**config.mk**
```make
export PLATFORM = sky130hd
export DESIGN_NAME = scroll_msg_buffer_flat
export DESIGN_NICKNAME = d
export VERILOG_FILES = /design/src/rtl/scroll_msg_buffer_if.sv /design/src/rtl/scroll_msg_buffer.sv /design/src/flat_wrapper.sv
export SDC_FILE = /design/constraint.sdc
export NUM_CORES = 1
export LEC_CHECK = 0
export BUFFER_PORTS_ARGS = -buffer_cell sky130_fd_sc_hd__buf_2
export CAP_MARGIN = 10
export CORE_MARGIN = 2
export CORE_UTILIZATION = 55
export DETAILED_ROUTE_END_ITERATION = 12
export GPL_TIMING_DRIVEN = 1
export PLACE_DENSITY = 0.72
export SYNTH_ARGS = -nofsm -noshare
export SYNTH_HDL_FRONTEND = slang
export SYNTH_SLANG_ARGS = --single-unit
```
**constraint.sdc**
```tcl
create_clock -name clk_i -period 18.1 [get_ports clk_i]
set_input_delay 3.62 -clock clk_i [delete_from_list [all_inputs] [get_ports clk_i]]
set_output_delay 3.62 -clock clk_i [all_outputs]
set_load 0.01 [all_outputs]
```
**src/rtl/scroll_msg_buffer_if.sv**
```systemverilog
// ----------------------------------------------------------------------------
// scroll_msg_buffer_if
//   Character write port of the scrolling message buffer.
//   master : drives wr_valid / wr_char / wr_last, samples wr_ready
//   slave  : the buffer; samples the request, drives wr_ready
//   A character is transferred on every cycle with wr_valid && wr_ready.
// ----------------------------------------------------------------------------
interface scroll_msg_buffer_if;
    logic       wr_valid;   // character write request
    logic [3:0] wr_char;    // character code
    logic       wr_last;    // this character ends the message
    logic       wr_ready;   // buffer accepts a write this cycle

    modport master (output wr_valid, output wr_char, output wr_last, input wr_ready);
    modport slave  (input wr_valid, input wr_char, input wr_last, output wr_ready);
endinterface

```
**src/rtl/scroll_msg_buffer.sv**
```systemverilog
// ----------------------------------------------------------------------------
// scroll_msg_buffer
//   Message source for the four-digit LED mux/decoder chain. Stores up to
//   MSG_LEN 4-bit character codes and shows a registered 4-character window
//   that advances one position every TICK_DIV cycles while run_i is high.
//   A new message is loaded through the write port; committing it restarts
//   scrolling from its first character.
//
// Ports
//   clk_i   : clock, all state on the rising edge
//   rst_i   : asynchronous active-high reset
//   wr      : character write port (slave side of scroll_msg_buffer_if)
//   dir_i   : scroll direction, 1 = backwards (only with SCROLL_REVERSE_EN)
//   run_i   : 1 = scrolling enabled, 0 = paused (divider and head hold)
//   disp_o  : {digit3,digit2,digit1,digit0}, digit3 leftmost
//   step_o  : one-cycle pulse on every window advance
//
// Build option
//   SCROLL_REVERSE_EN : adds dir_i and reverse scrolling; undefined builds
//                       scroll forward only.
// ----------------------------------------------------------------------------
module scroll_msg_buffer #(
    parameter int MSG_LEN  = 16,          // power of 2, 4..16
    parameter int TICK_DIV = 50_000_000,  // cycles per scroll step, >= 2
    parameter int CNT_W    = 26           // 2**CNT_W >= TICK_DIV
) (
    input  logic               clk_i,
    input  logic               rst_i,
    scroll_msg_buffer_if.slave wr,
`ifdef SCROLL_REVERSE_EN
    input  logic               dir_i,
`endif
    input  logic               run_i,
    output logic [15:0]        disp_o,
    output logic               step_o
);
    localparam int AW = $clog2(MSG_LEN);
    localparam int PW = AW + 1;           // holds 0..MSG_LEN

    typedef enum logic [1:0] {S_IDLE, S_LOAD, S_COMMIT} state_t;

    state_t           state_q, state_d;
    logic [3:0]       mem_q [MSG_LEN];
    logic [PW-1:0]    len_q, len_d;
    logic [PW-1:0]    head_q, head_d;
    logic [PW-1:0]    wr_ptr_q, wr_ptr_d;
    logic [CNT_W-1:0] div_cnt_q, div_cnt_d;
    logic             step_q, step_d;
    logic [15:0]      disp_q, disp_d;

    logic             mem_we;
    logic [AW-1:0]    mem_waddr;
    logic [PW-1:0]    head_adv;
    logic [15:0]      window;
    logic             wr_fire, wr_final;

    // wr_ready is a pure function of state, so the fire term uses state directly
    assign wr_fire  = wr.wr_valid && (state_q != S_COMMIT);
    // The write into the last slot closes the message even without wr_last
    assign wr_final = wr_fire && (wr.wr_last ||
                      (state_q == S_LOAD && wr_ptr_q == PW'(MSG_LEN - 1)));

    // Window: indices wrap modulo len, so short messages repeat in the window
    always_comb begin
        window = '0;
        for (int k = 0; k < 4; k++)
            window[15-4*k -: 4] = mem_q[AW'((head_q + PW'(k)) % len_q)];
    end

    // Next head position for a scroll tick
    always_comb begin
        head_adv = (head_q == len_q - PW'(1)) ? '0 : head_q + PW'(1);
`ifdef SCROLL_REVERSE_EN
        if (dir_i)
            head_adv = (head_q == '0) ? len_q - PW'(1) : head_q - PW'(1);
`endif
    end

    // ---------------- FSM: state register ----------------
    always_ff @(posedge clk_i or posedge rst_i) begin
        if (rst_i) state_q <= S_IDLE;
        else       state_q <= state_d;
    end

    // ---------------- FSM: next state ----------------
    always_comb begin
        state_d = state_q;
        case (state_q)
            S_IDLE:   if (wr_fire) state_d = wr_final ? S_COMMIT : S_LOAD;
            S_LOAD:   if (wr_final) state_d = S_COMMIT;
            S_COMMIT: state_d = S_IDLE;
            default:  state_d = S_IDLE;
        endcase
    end

    // ---------------- FSM: outputs ----------------
    always_comb begin
        wr.wr_ready = 1'b1;
        if (state_q == S_COMMIT) wr.wr_ready = 1'b0;
    end

    // ---------------- Datapath next state ----------------
    always_comb begin
        len_d     = len_q;
        head_d    = head_q;
        wr_ptr_d  = wr_ptr_q;
        div_cnt_d = div_cnt_q;
        step_d    = 1'b0;
        disp_d    = disp_q;       // frozen while a message is being loaded
        mem_we    = 1'b0;
        mem_waddr = '0;
        case (state_q)
            S_IDLE: begin
                disp_d = window;
                if (wr_fire) begin
                    // A write wins over a same-cycle tick
                    mem_we    = 1'b1;
                    wr_ptr_d  = PW'(1);
                    div_cnt_d = '0;
                end else if (run_i) begin
                    if (div_cnt_q == CNT_W'(TICK_DIV - 1)) begin
                        div_cnt_d = '0;
                        step_d    = 1'b1;
                        head_d    = head_adv;
                    end else begin
                        div_cnt_d = div_cnt_q + CNT_W'(1);
                    end
                end
            end
            S_LOAD: begin
                if (wr_fire) begin
                    mem_we    = 1'b1;
                    mem_waddr = wr_ptr_q[AW-1:0];
                    wr_ptr_d  = wr_ptr_q + PW'(1);
                end
            end
            S_COMMIT: begin
                len_d    = wr_ptr_q;      // number of characters written
                head_d   = '0;
                wr_ptr_d = '0;
            end
            default: ;
        endcase
    end

    // ---------------- Datapath registers ----------------
    always_ff @(posedge clk_i or posedge rst_i) begin
        if (rst_i) begin
            for (int i = 0; i < MSG_LEN; i++) mem_q[i] <= 4'(i);
            len_q     <= PW'(MSG_LEN);
            head_q    <= '0;
            wr_ptr_q  <= '0;
            div_cnt_q <= '0;
            step_q    <= 1'b0;
            disp_q    <= 16'h0123;   // window of the reset contents
        end else begin
            if (mem_we) mem_q[mem_waddr] <= wr.wr_char;
            len_q     <= len_d;
            head_q    <= head_d;
            wr_ptr_q  <= wr_ptr_d;
            div_cnt_q <= div_cnt_d;
            step_q    <= step_d;
            disp_q    <= disp_d;
        end
    end

    assign disp_o = disp_q;
    assign step_o = step_q;
endmodule

```
**src/flat_wrapper.sv**
```systemverilog
// flat-port wrapper written by rule: the top's interface ports become plain ports
module scroll_msg_buffer_flat 
#(
    parameter int MSG_LEN  = 16,                              
    parameter int TICK_DIV = 50_000_000,                                 
    parameter int CNT_W    = 26                                  
)
  (clk_i, rst_i, run_i, disp_o, step_o, wr_wr_valid, wr_wr_char, wr_wr_last, wr_wr_ready);
  scroll_msg_buffer_if wr_i ();
  input  logic clk_i;
  input  logic rst_i;
  input  logic run_i;
  output logic [15:0] disp_o;
  output logic step_o;
  input wire logic [$bits(wr_i.wr_valid)-1:0] wr_wr_valid;
  input wire logic [$bits(wr_i.wr_char)-1:0] wr_wr_char;
  input wire logic [$bits(wr_i.wr_last)-1:0] wr_wr_last;
  output wire logic [$bits(wr_i.wr_ready)-1:0] wr_wr_ready;
  assign wr_i.wr_valid = wr_wr_valid;
  assign wr_i.wr_char = wr_wr_char;
  assign wr_i.wr_last = wr_wr_last;
  assign wr_wr_ready = wr_i.wr_ready;
  scroll_msg_buffer #(.MSG_LEN(MSG_LEN), .TICK_DIV(TICK_DIV), .CNT_W(CNT_W)) u_core (.clk_i(clk_i), .rst_i(rst_i), .wr(wr_i), .run_i(run_i), .disp_o(disp_o), .step_o(step_o));
endmodule
```
Yosys cells after proc, flatten, opt, wreduce, memory -nomap -nowiden
Cells that the tools add are included.
{"block": "totals", "register_bits": 124, "inputBits": 9, "output_inout_bits": 18, "word_cells": 109}
{"block": "classes", "addsub": 6, "n_div": 4, "magnitude_cmp": 6, "n_eq_ne": 12, "muxes": 39, "bitwise": 5, "n_reduce_logical": 14}
{"operator": "2-to-1 mux 26 bit", "n": 3}
{"operator": "binary-select mux 4 bit (select 4 bit)", "n": 4}
{"operator": "bitwise mux 64 bit", "n": 1}
{"operator": "2-to-1 mux 4 bit", "n": 11}
{"operator": "2-to-1 mux 5 bit", "n": 6}
{"operator": "adder 26 x 1 -> 26 bit (second input constant)", "n": 1}
{"operator": "== test 26 bit (second input constant)", "n": 1}
{"operator": "greater-or-equal comparator 5 bit (second input constant)", "n": 5}
{"operator": "inverter 4 -> 5 bit", "n": 5}
{"operator": "modulo 5 x 5 -> 5 bit", "n": 4}
{"operator": "demux 4 bit (select 4 bit)", "n": 1}
{"operator": "one-hot mux 5 bit (3 select lines)", "n": 1}
{"operator": "adder 5 x 1 -> 5 bit (second input constant)", "n": 2}
{"operator": "adder 5 x 2 -> 5 bit (second input constant)", "n": 2}
{"operator": "one-hot mux 5 bit (2 select lines)", "n": 1}
{"operator": "!= test 2 x 1 -> 1 bit (second input constant)", "n": 4}
{"operator": "2-to-1 mux 1 bit", "n": 7}
{"operator": "2-to-1 mux 2 bit", "n": 3}
{"operator": "!= test 2 bit (second input constant)", "n": 3}
{"operator": "== test 5 x 4 -> 1 bit (second input constant)", "n": 1}
{"operator": "== test 5 bit", "n": 1}
{"operator": "less-than comparator 5 x 1 -> 1 bit (second input constant)", "n": 1}
{"operator": "subtractor 5 x 1 -> 5 bit (second input constant)", "n": 1}
{"operator": "logical AND 1 bit", "n": 4}
{"operator": "other kinds (11)", "n": 13}

Logic depth before layout (Yosys ltp)
{"block": "depth", "depth_word": 10, "mapped_depth": 36}

Least setup slack after synthesis
No wires, ideal clock.
{"block": "synth_timing", "path_kind": "register to register", "from": "reg u_core.head_q[1]", "to": "reg u_core.disp_q[2] (netlist: u_core.disp_o[2])", "setup_ns": 0.143, "arrival_time_ns": 7.287, "required_time_ns": 17.957, "slack_ns": 10.670, "stages_incl_launch_ff": 34, "path_buffers": 2, "synth_period_minus_slack_ns": 7.430, "path_cell_list": "dfrtp_1 > buf_4 > inv_1 > ha_1 > nor2_1 > xor2_1 > ha_1 > a21oi_1 > ha_1 > nor2b_1 > a311oi_1 > o21ai_1 > and3_1 > ha_1 > a21boi_0 > o31ai_1 > mux2i_1 > ha_1 > nor2b_4 > o31a_1 > o31ai_4 > nor3_1 > a21oi_1 > inv_1 > ha_1 > nand2_1 > o21ai_0 > a21o_1 > a211oi_1 > nor2_1 > buf_1 > mux4_2 > mux2i_1 > o221ai_1"}
{"block": "synth_between", "elab_chain_len": 6}
{"element": "start, declared", "line": "scroll_msg_buffer.sv:45", "rtl": "logic [PW-1:0] head_q, head_d;"}
{"element": "start signal, assigned", "line": "scroll_msg_buffer.sv:151", "rtl": "head_q <= '0;"}
{"element": "start signal, assigned", "line": "scroll_msg_buffer.sv:159", "rtl": "head_q <= head_d;"}
{"element": "adder 5 x 2 -> 5 bit", "line": "scroll_msg_buffer.sv:67", "rtl": "window[15-4*k -: 4] = mem_q[AW'((head_q + PW'(k)) % len_q)];"}
{"element": "modulo 5 x 5 -> 5 bit", "line": "scroll_msg_buffer.sv:67"}
{"element": "inverter 4 -> 5 bit (not written as such)", "line": "scroll_msg_buffer.sv:67"}
{"element": "binary-select mux 4 bit (select 4 bit)", "line": "scroll_msg_buffer.sv:67"}
{"element": "2-to-1 mux 4 bit (not written as such) (2 in a row)", "line": "scroll_msg_buffer.sv:67"}
{"element": "end signal, assigned", "line": "scroll_msg_buffer.sv:163", "rtl": "disp_q <= disp_d;"}
{"element": "end, declared", "line": "scroll_msg_buffer.sv:49", "rtl": "logic [15:0] disp_q, disp_d;"}
No other way between the ends. The select of a mux whose other input is x is not followed.
A chain may end at the register's enable or synchronous reset.

Worst setup path after layout
{"block": "layout_timing", "from": "reg u_core.head_q[0]", "to": "reg u_core.disp_q[2] (netlist: u_core.disp_o[2])"}
The elaborated chain is that of the path after synthesis.

==> parameters.txt <==
Parameter                              Value

Status
  Outcome    finished, final reports clean

Cells and area
  Fillers    ~1.6k
  Ant diodes    0
  Combined area of the multi-input logic cells    7250 µm²
  Layout Area Growth over Synthesis    8.75%
  Register area    3150 µm²
  Core utilization of the finished layout    60.6%
  Final nets    1143
  Fin area    11700 µm²
  Fraction of layout cells with a size suffix above 1    roughly a quarter

Synthesis
  Main synth FF type    dfrtp_1
  Compound-cell area share of the yosys netlist    approximately 14%
  Xor/xnor cell area share of the yosys netlist    4.69%
  Synthesized net count    1129
  Mux contribution to synthesized area    25.6%
  Proportion of synthesized chip area in sequential cells    between 20% and 30%
  Synthesized cell area    10800 µm²
  Number of enable flip-flop cells after synthesis    0
  Yosys warns    0
  Post-synthesis sequential element count    124
  Async set or reset register ratio after synthesis    100%
  Count of mapped cells out of synthesis    slightly above 1k
  Simple-Gate Fraction of Synth Area    between 10% and 20%
  Dominant combinational cell family by area after synthesis    multiplexers
  Avg Cell Area, Syn    10.4 µm²
  Unique masters post-synth    91
  Post-synthesis share of cell area spent on full adders, half adders and majority gates    10.3%

Route
  Count of nets left with antenna violations after detail routing    0
  Iter 0 DRT Violations    762
  Final WL    roughly 27 mm
  Routed wirelength normalized by instance count    approximately 20 µm
  Via total after detailed routing    around 8.5k
  First-pass detailed-route iteration total    5
  Number of remaining DRC errors    0
  Vias per std cell    6.40

Clocking
  Post_cts resized    0
  Register clock-pin slew on the reported worst setup and hold paths    0.06 ns
  Latest clock arrival within the worst-skew pair    0.43 ns
  Root cell of the clock tree    clkbuf_16
  Number of H-tree levels    4
  Clock tree from TritonCTS    yes
  Setup Buffers After CTS    0
  CTS Buf Count    17
  CTS sink count    124
  Clock buffer depth    2
  Post-cts hold buffer count    0

Die
  Overall die width    144 µm
  Die outline height    144 µm
  Die area    20700 µm²
  Core Area    19300 µm²
  Boundary pin count    27
  Starting utilization of the core area    55.7%
  Site row count    just over 50

Placement
  Final weighted congestion in routability-driven placement    0.922
  Number of buffers added on ports    26
  Placed Area    between 10000 and 15000 µm²
  HPWL after detailed placement    approximately 20 mm

Worst setup path
  Worst path arrival time    roughly 9 ns
  Worst reg2reg startpoint    u_core.head_q[0]
  Largest fanout of any net on the critical path    21
  Highest cell delay on the worst timing path    around 0.85 ns
  Startpoint class of the critical path    flip-flop
  Crit end category    flip-flop
  Slowest stage cell on the critical path    dfrtp_1
  CP startpoint    u_core.head_q[0]
  CP Data Required Time    18.39 ns
  Cell with the most instances on the worst path    ha_1
  Critical path class    flip-flop to flip-flop

STA
  Final hold vios    0
  Final worst-path cycle share    49.1%
  Max Fclk    113 MHz
  Final setup fails    0
  Clock tree skew after final layout    0.0147 ns
  Worst rel slew slack    44.2%
  Final-report max-slew violation count    0
  Unrepaired setup endpoints after global routing    no
  Slew at the pin closest to its max-slew limit    0.838 ns
  Minimum hold slack    0.493 ns
  Crit path time final    8.89 ns
  Sum Neg Setup Slack    0 ns

Global route
  First-pass GRT wire length    43.8 mm
  Global routing usage summed across all routing layers    27.4%
  Maximum number of pins on one net before global-route repair    65
  Antenna violations before repair    0
  Congestion Overflow GR    0
  Via count of the first global-routing pass    8164

Min path
  Start point of the worst hold path    u_core.wr_ptr_q[4]
  Worst hold path type    flip-flop to flip-flop

Job
  Max-cap violation count    0
-- Yosys cell counts (all sizes together) (9+ instances only) --
master,count,area (µm²)
a21o,13,98.9
a21oi,39,221
a22oi,9,72.6
and3,16,100
buf,21,155
clkbuf,21,78.8
dfrtp,87,2180
dfstp,37,972
ha,81,1010
inv,38,143
mux2,85,961
mux2i,81,836
mux4,42,965
nand2,70,263
nand2b,16,100
nand3,22,110
nand4,15,93.8
nor2,69,262
nor2b,13,88.8
nor3,14,80.1
o21a,14,113
o21ai,59,307
o31ai,13,111
xnor2,27,236
xor2,29,269
-- logic make-up after synthesis --
group,Yosys count
AO/OA/AOI/OAI,214
XOR/XNOR,56
adder cells (fa/ha/maj),86
buffers and inverters,80
flip-flops,124
multiplexers,208
AND/OR/NAND/NOR,266
-- stage by stage --
step | setup slack [ns] | std cells
2_1_floorplan | 10.67 | 1034
3_3_place_gp | 9.56 | 1294
3_5_place_dp | 9.30 | 1294
4_1_cts | 9.27 | 1326
5_1_grt | 8.63 | 1326
6_report | 9.21 | 1326
-- flip-flops by register name, indices dropped and copies added, names as in the netlist --
signal,cells
u_core.state_q,2
u_core.div_cnt_q,26
u_core.mem_q,64
u_core.disp_o,16
u_core.len_q,5
u_core.head_q,5
u_core.wr_ptr_q,5
u_core.step_o,1
-- critical path: cells and delay by family (launching register included) --
| family | cells | cell delay [ns] |
|---|---|---|
| fa+ha+maj | 6 | 1.87 |
| mux | 3 | 1.65 |
| compound gates | 13 | 2.98 |
| simple gates | 6 | 0.80 |
| buf+inv | 2 | 0.38 |
| flops | 1 | 0.85 |
| xor+xnor | 1 | 0.21 |
-- path summary, 6_finish.rpt --
kind                                        to  slack [ns]  cells after the start
max                           u_core.disp_o[2]        9.21                     31
min in group asynchronous  u_core.div_cnt_q[4]        3.33                      2
max in group asynchronous      u_core.len_q[3]       13.44                      3
min                            u_core.len_q[4]        0.49                      2
max reg2reg                   u_core.disp_o[2]        9.21                     31
min reg2reg                    u_core.len_q[4]        0.49                      2
-- metal layers --
metal	track usage, %	share of wire [%]	vias up
met1	36.4	43	4195
met5	0	0	-
met4	11.8	3.3	0
met3	4.03	5.3	82
li1	-	-	3915
met2	44.9	48	294
-- layout make-up --
| type | count | share of cell area (%) |
|---|---|---|
| tap | 265 | 2.83 |
| clock inverter | 10 | 1.42 |
| inverter | 38 | 1.24 |
| sequential | 124 | 26.9 |
| clock buffer | 22 | 3.88 |
| timing repair buffer | 37 | 1.82 |
| multi-input combinational | 830 | 61.9 |
-- layout by cell type, fill, tap and decap left out, drive strengths merged, types with 39 or more instances in the layout --
cell / synthesis / layout
inv: 38 / 40
mux2i: 81 / 81
mux2: 85 / 85
mux4: 42 / 42
nand2: 70 / 70
a21oi: 39 / 39
nor2: 69 / 69
ha: 81 / 81
o21ai: 59 / 59
dfrtp: 87 / 87
Power is not shown: default switching activity piles up to over one toggle a cycle in this logic, so the estimate is an artifact.
